## src/rtl/shift_operand_decoder.sv

```systemverilog
// shift_operand_decoder
// Decodes the operand2 field of ARM7TDMI data-processing instructions into
// barrel-shifter controls (opcode, amount, Rm / immediate). Register-specified
// shifts take an extra register-file read cycle to fetch Rs.
//
// Ports:
//   clk, rst          clock, synchronous active-high reset
//   in_valid/in_ready instruction handshake (in_ready only in IDLE, rst low)
//   instr             instruction word (uses [25] and [11:0])
//   rs_rd_en/rs_addr  one-cycle Rs read strobe and Rs index
//   rs_data           Rs value, valid the cycle after rs_rd_en
//   out_valid/ready   decoded operand handshake
//   out_opcode        000 LSL, 001 LSR, 010 ASR, 011 ROR, 100 RRX
//   out_shift_amount  shift / rotate count
//   out_rm            Rm index (0 for immediates)
//   out_use_imm       operand is out_imm
//   out_imm           zero-extended imm8

module shift_operand_decoder (
    input  logic        clk,
    input  logic        rst,
    input  logic        in_valid,
    output logic        in_ready,
    input  logic [31:0] instr,
    output logic        rs_rd_en,
    output logic [3:0]  rs_addr,
    input  logic [31:0] rs_data,
    output logic        out_valid,
    input  logic        out_ready,
    output logic [2:0]  out_opcode,
    output logic [7:0]  out_shift_amount,
    output logic [3:0]  out_rm,
    output logic        out_use_imm,
    output logic [31:0] out_imm
);

    localparam int unsigned OP_W   = 3;
    localparam int unsigned AMT_W  = 8;
    localparam int unsigned REG_W  = 4;
    localparam int unsigned DATA_W = 32;

    localparam logic [OP_W-1:0] OP_LSL = 3'b000;
    localparam logic [OP_W-1:0] OP_LSR = 3'b001;
    localparam logic [OP_W-1:0] OP_ASR = 3'b010;
    localparam logic [OP_W-1:0] OP_ROR = 3'b011;
    localparam logic [OP_W-1:0] OP_RRX = 3'b100;

    typedef enum logic [1:0] {
        S_IDLE    = 2'd0,
        S_RS_REQ  = 2'd1,
        S_RS_WAIT = 2'd2,
        S_OUT     = 2'd3
    } state_t;

    state_t              state_q, state_d;
    logic                rs_rd_en_d;
    logic [REG_W-1:0]    rs_addr_d;
    logic                out_valid_d;
    logic [OP_W-1:0]     opcode_d;
    logic [AMT_W-1:0]    amount_d;
    logic [REG_W-1:0]    rm_d;
    logic                use_imm_d;
    logic [DATA_W-1:0]   imm_d;

    logic [4:0]          amt5;
    logic [1:0]          shift_type;

    // Bits of the instruction and Rs value that the decoder does not look at.
    logic                unused_bits;
    assign unused_bits = ^{instr[31:26], instr[24:12], rs_data[31:8]};

    assign amt5       = instr[11:7];
    assign shift_type = instr[6:5];

    // Ready is gated by rst so no handshake can complete on a reset edge.
    assign in_ready = (state_q == S_IDLE) && !rst;

    // Next-state and next-output decode.
    always_comb begin
        state_d   = state_q;
        rs_addr_d = rs_addr;
        opcode_d  = out_opcode;
        amount_d  = out_shift_amount;
        rm_d      = out_rm;
        use_imm_d = out_use_imm;
        imm_d     = out_imm;

        case (state_q)
            S_IDLE: begin
                if (in_valid) begin
                    rs_addr_d = instr[11:8];
                    if (instr[25]) begin
                        // 8-bit immediate rotated right by twice the 4-bit field
                        opcode_d  = OP_ROR;
                        amount_d  = AMT_W'({instr[11:8], 1'b0});
                        rm_d      = '0;
                        use_imm_d = 1'b1;
                        imm_d     = DATA_W'(instr[7:0]);
                        state_d   = S_OUT;
                    end else if (!instr[4]) begin
                        rm_d      = instr[3:0];
                        use_imm_d = 1'b0;
                        imm_d     = '0;
                        state_d   = S_OUT;
                        // A zero count encodes #32 for LSR/ASR and RRX for ROR
                        case (shift_type)
                            2'b00: begin
                                opcode_d = OP_LSL;
                                amount_d = AMT_W'(amt5);
                            end
                            2'b01: begin
                                opcode_d = OP_LSR;
                                amount_d = (amt5 == 5'd0) ? AMT_W'(32) : AMT_W'(amt5);
                            end
                            2'b10: begin
                                opcode_d = OP_ASR;
                                amount_d = (amt5 == 5'd0) ? AMT_W'(32) : AMT_W'(amt5);
                            end
                            default: begin
                                opcode_d = (amt5 == 5'd0) ? OP_RRX : OP_ROR;
                                amount_d = (amt5 == 5'd0) ? AMT_W'(1) : AMT_W'(amt5);
                            end
                        endcase
                    end else begin
                        // Register shift: amount arrives later from Rs
                        opcode_d  = OP_W'(shift_type);
                        amount_d  = '0;
                        rm_d      = instr[3:0];
                        use_imm_d = 1'b0;
                        imm_d     = '0;
                        state_d   = S_RS_REQ;
                    end
                end
            end
            S_RS_REQ: begin
                state_d = S_RS_WAIT;
            end
            S_RS_WAIT: begin
                amount_d = rs_data[7:0];
                state_d  = S_OUT;
            end
            S_OUT: begin
                if (out_ready) begin
                    state_d = S_IDLE;
                end
            end
            default: begin
                state_d = S_IDLE;
            end
        endcase

        rs_rd_en_d  = (state_d == S_RS_REQ);
        out_valid_d = (state_d == S_OUT);
    end

    // State and registered outputs.
    always_ff @(posedge clk) begin
        if (rst) begin
            state_q          <= S_IDLE;
            rs_rd_en         <= 1'b0;
            rs_addr          <= '0;
            out_valid        <= 1'b0;
            out_opcode       <= '0;
            out_shift_amount <= '0;
            out_rm           <= '0;
            out_use_imm      <= 1'b0;
            out_imm          <= '0;
        end else begin
            state_q          <= state_d;
            rs_rd_en         <= rs_rd_en_d;
            rs_addr          <= rs_addr_d;
            out_valid        <= out_valid_d;
            out_opcode       <= opcode_d;
            out_shift_amount <= amount_d;
            out_rm           <= rm_d;
            out_use_imm      <= use_imm_d;
            out_imm          <= imm_d;
        end
    end

endmodule

```

## config.mk

```make
export PLATFORM = sky130hd
export DESIGN_NAME = shift_operand_decoder
export DESIGN_NICKNAME = d
export VERILOG_FILES = /design/src/rtl/shift_operand_decoder.sv
export SDC_FILE = /design/constraint.sdc
export NUM_CORES = 1
export LEC_CHECK = 0
export ABC_AREA = 1
export ABC_CLOCK_PERIOD_IN_PS = 3510
export BUFFER_PORTS_ARGS = -buffer_cell sky130_fd_sc_hd__buf_2
export CORE_ASPECT_RATIO = 1.2
export CORE_MARGIN = 4
export CORE_UTILIZATION = 43
export CTS_CLUSTER_SIZE = 40
export DETAILED_ROUTE_END_ITERATION = 10
export PLACE_DENSITY_LB_ADDON = 0.25
export SLEW_MARGIN = 40
export SYNTH_ARGS = -nofsm -noshare
export SYNTH_HDL_FRONTEND = slang
export SYNTH_SLANG_ARGS = --single-unit
```

## constraint.sdc

```tcl
create_clock -name clk -period 3.51 [get_ports clk]
set_input_delay 0.702 -clock clk [delete_from_list [all_inputs] [get_ports clk]]
set_output_delay 0.702 -clock clk [all_outputs]
set_load 0.01 [all_outputs]
```

### After elaboration in Yosys (flattened, before gate mapping)

Cells that the tools add are included.

* flip-flop bits (word level): 56
* input port bits: 68
* word-level logic and storage cells: 45

* equal/unequal tests: 8
* multiplexer cells: 19
* reductions and logical operators: 9

Operators with widths (number)
* $mux 8: 4
* $pmux 8 s2: 1
* $pmux 6 s2: 1
* $mux 3: 3
* $pmux 3 s3: 1
* $eq 2x2->1 const B: 4
* $mux 2: 4
* $pmux 2 s4: 1
* $eq 2x1->1 const B: 3
* $mux 6: 1
* $logic_not 5->1: 1
* $mux 5: 1
* $logic_not 2->1: 2
* $mux 4: 1
* $reduce_and 2->1: 2
* $ne 2x2->1 const B: 1
* $reduce_bool 2->1: 1
* $reduce_or 2->1: 1
* $logic_and 1x1->1: 1
* $logic_not 1->1: 1
* $mux 1: 1

### Longest topological paths before layout

* depth in word-level cells: 7
* mapped depth: 8
* gate-level depth less buffers: 8

### Worst setup path after synthesis

No wires, ideal clock.

* path kind: input port to output port
* start: input rst
* end: output in_ready
* data arrival time: 1288 ps
* required time: 2808 ps
* slack: 1520 ps
* cell stages on the path: 3
* path through: buf_2 -> buf_1 -> nor2_1

* cells in the longest elaborated chain, start to end: 2

Ends and longest elaborated chain
* from (decl): RTL line 21 `input logic rst,`
* $logic_not 1->1: RTL line 76 `assign in_ready = (state_q == S_IDLE) && !rst;`
* $logic_and 1x1->1: RTL line 76
* to (decl): RTL line 23 `output logic in_ready,`

No other way between the ends.

### Worst setup path in the final report

Same ends and word-level chain as after synthesis.

==> run metrics <==
setup slack, reg-to-reg=1.86 ns; CTS tree=done; post-CTS sizing=0; Worst setup SP type=input port; vias per cell=4.53; Avg Cell Area, Syn=8.69 µm²; Worst Setup End Kind=primary output; fraction of registers with async set/reset=0; post-CTS setup buffer count=0; min Tclk post-route=2.02 ns; DP HPWL=2630 µm; HP Class=reg -> reg; grt total ovfl=0; DR WL/cell=11.6 µm; gr usage total=0.147; Root Driver=clkbuf_8; placed cell area=1870 µm²; 1st-pass router iterations=4; die area=4970 µm²; ys flop type=dfxtp_1; Site Rows=24; largest area contributor in the netlist=dfxtp_1; # IOs=123; Post-CTS Hold Fix Bufs=0; via count=1365; TritonCTS buffer count=5; ANT cells=0; Post-Synth XOR/XNOR Area=0; mux contribution to synthesized area=0; r2r startpoint=state_q[1]$_SDFF_PP0_; Mapped Cells=193; area of the mapped netlist=1680 µm²; final hold slack=0.458 ns; Design Power=0.863 mW; Post-route DRC=0; number of global-route vias before repair=1328; final setup TNS=0 ns; H-tree depth=2; Hold Crit Endpoint=out_shift_amount[6]$_SDFFE_PP0P_; critical hold path startpoint=out_shift_amount[6]$_SDFFE_PP0P_; Routed WL=3490 µm; Post-DRT Antenna Nets=0; Max VDD drop=0.000318 V; power per cell area=443 nW/µm²; worst-margin pin slew=0.504 ns; Post-Synth Simple-Gate Area=0.261; Post-synth EDFFs=0; Core ar.=3690 µm²; P&R area growth vs syn=16.1%; Clock Path Buffers=2; antenna violations before repair=0; crit share post-route=0.574; Max Slew Vio Count=0; RSZ-0062 raised after global routing=no; Final Core Density=0.527; Critical R2R Capture=out_opcode[1]$_SDFFE_PP0P_; Max Clock Freq=496 MHz; top-area cell type share of the netlist area=0.382; pin count of the biggest net entering global routing=28; WHS Path Cells=2; sequential share of the synthesized area=0.382; fill cell count=378; post-synthesis adder-cell area fraction=0.0298; post-synthesis compound-gate area fraction=0.154; Yosys warning total=0; max_slew headroom=0.664; worst clock skew=0.00271 ns; Starting Density=0.454; final-stage net count=321; global-route wire length before repair=5930 µm; share of cells above drive strength 1=0.382; endpoints failing setup=0; synthesized flop and latch total=32; max-cap violations=0; Crit path required time=2.81 ns; clock sinks=32; CP arrival=1.31 ns; type of the worst setup path=in -> out; die height=76.4 µm; worst-path fanout max=27; Yosys cell types=30; status=completed; final hold vios=0; R2R cell count=6; first-iteration detailed-routing DRC count=78; Synth top cells by count=dfxtp_1, buf_4, nand2_1; most frequent cell after synthesis=dfxtp_1; DIE WIDTH=65.0 µm; clock slew seen by the registers of the worst setup and hold paths=0.06 ns; Final Wtd Congestion=0.822; Synth area leaders=dfxtp_1, buf_4, nand2_4, nand2_1, nor2_1; post-route cell area=1950 µm²; clock latency on the worst-skew pair=0.27 ns; largest family of logic cells by synthesized area=simple AND/OR/NAND/NOR gates; Leak=0.958 nW; Port Buffers=55
[cell type report]
| type | count | area [µm²] | area share |
|---|---|---|---|
| Multi-Input combinational cell | 142 | 837 | 0.430 |
| Inverter | 12 | 45.0 | 0.0231 |
| Clock inverter | 1 | 5.00 | 0.00257 |
| Timing Repair Buffer | 56 | 283 | 0.145 |
| Clock buffer | 6 | 72.6 | 0.0373 |
| Tap cell | 52 | 65.1 | 0.0334 |
| Sequential cell | 32 | 641 | 0.329 |
[critical path, stage by stage]
cell and delay (ns):
buf_2 0.07, buf_4 0.31, nor2_1 0.08, buf_2 0.14
[layout by cell type (no fill, tap or decap), types with 2 or more instances in the layout]
cell type / count
nor2_4: 3
inv_1: 7
o21ai_1: 3
nor3_4: 2
clkbuf_8: 5
inv_2: 5
ha_1: 4
o21ai_0: 3
a21oi_1: 12
nand4_1: 4
a22oi_1: 9
nand3_1: 2
nor2_1: 24
buf_2: 55
conb_1: 24
a21oi_2: 9
nand2_1: 25
dfxtp_1: 32
nand2_4: 9
[routing by layer]
layer  vias to the layer above  share of wire  global-route usage
met2                        50           0.48               0.256
met5                         -              0                   0
met3                         4          0.088              0.0383
li1                        693              -                   -
met4                         0          0.010              0.0560
met1                       618           0.42               0.170
[cell families after synthesis]
logic type / Yosys count
AOI/OAI and AO/OA: 39
other: 1
buffers and inverters: 42
DFF: 32
adders and majority gates: 4
and+or+nand+nor: 75
[stage by stage]
step                      instances  worst slack, ns
after floorplan                 216             1.52
after global placement          294             1.48
after detailed placement        294             1.46
after CTS                       301             1.47
after global routing            301             1.42
final                           301             1.49
[worst max path at each step]
stage	from	endpoint	slack, ns
finish	rst	in_ready	1.49
global route	rst	in_ready	1.42
CTS	rst	in_ready	1.47
detailed placement	in_valid	out_opcode[1]$_SDFFE_PP0P_	1.46
global placement	in_valid	out_imm[6]$_SDFFE_PP0P_	1.48
floorplan	rst	in_ready	1.52
[state kept, by name (all words and copies together) (netlist names)]
| register | count |
|---|---|
| out_use_imm | 1 |
| rs_addr | 4 |
| out_imm | 8 |
| out_rm | 4 |
| out_opcode | 3 |
| out_valid | 1 |
| out_shift_amount | 8 |
| state_q | 2 |
| rs_rd_en | 1 |
[report_power, final]
part	internal, mW	switching [mW]
sequential	0.392	0.0158
clock	0.135	0.125
combinational	0.0694	0.126
Note: power is estimated with default switching activity, not from simulation.
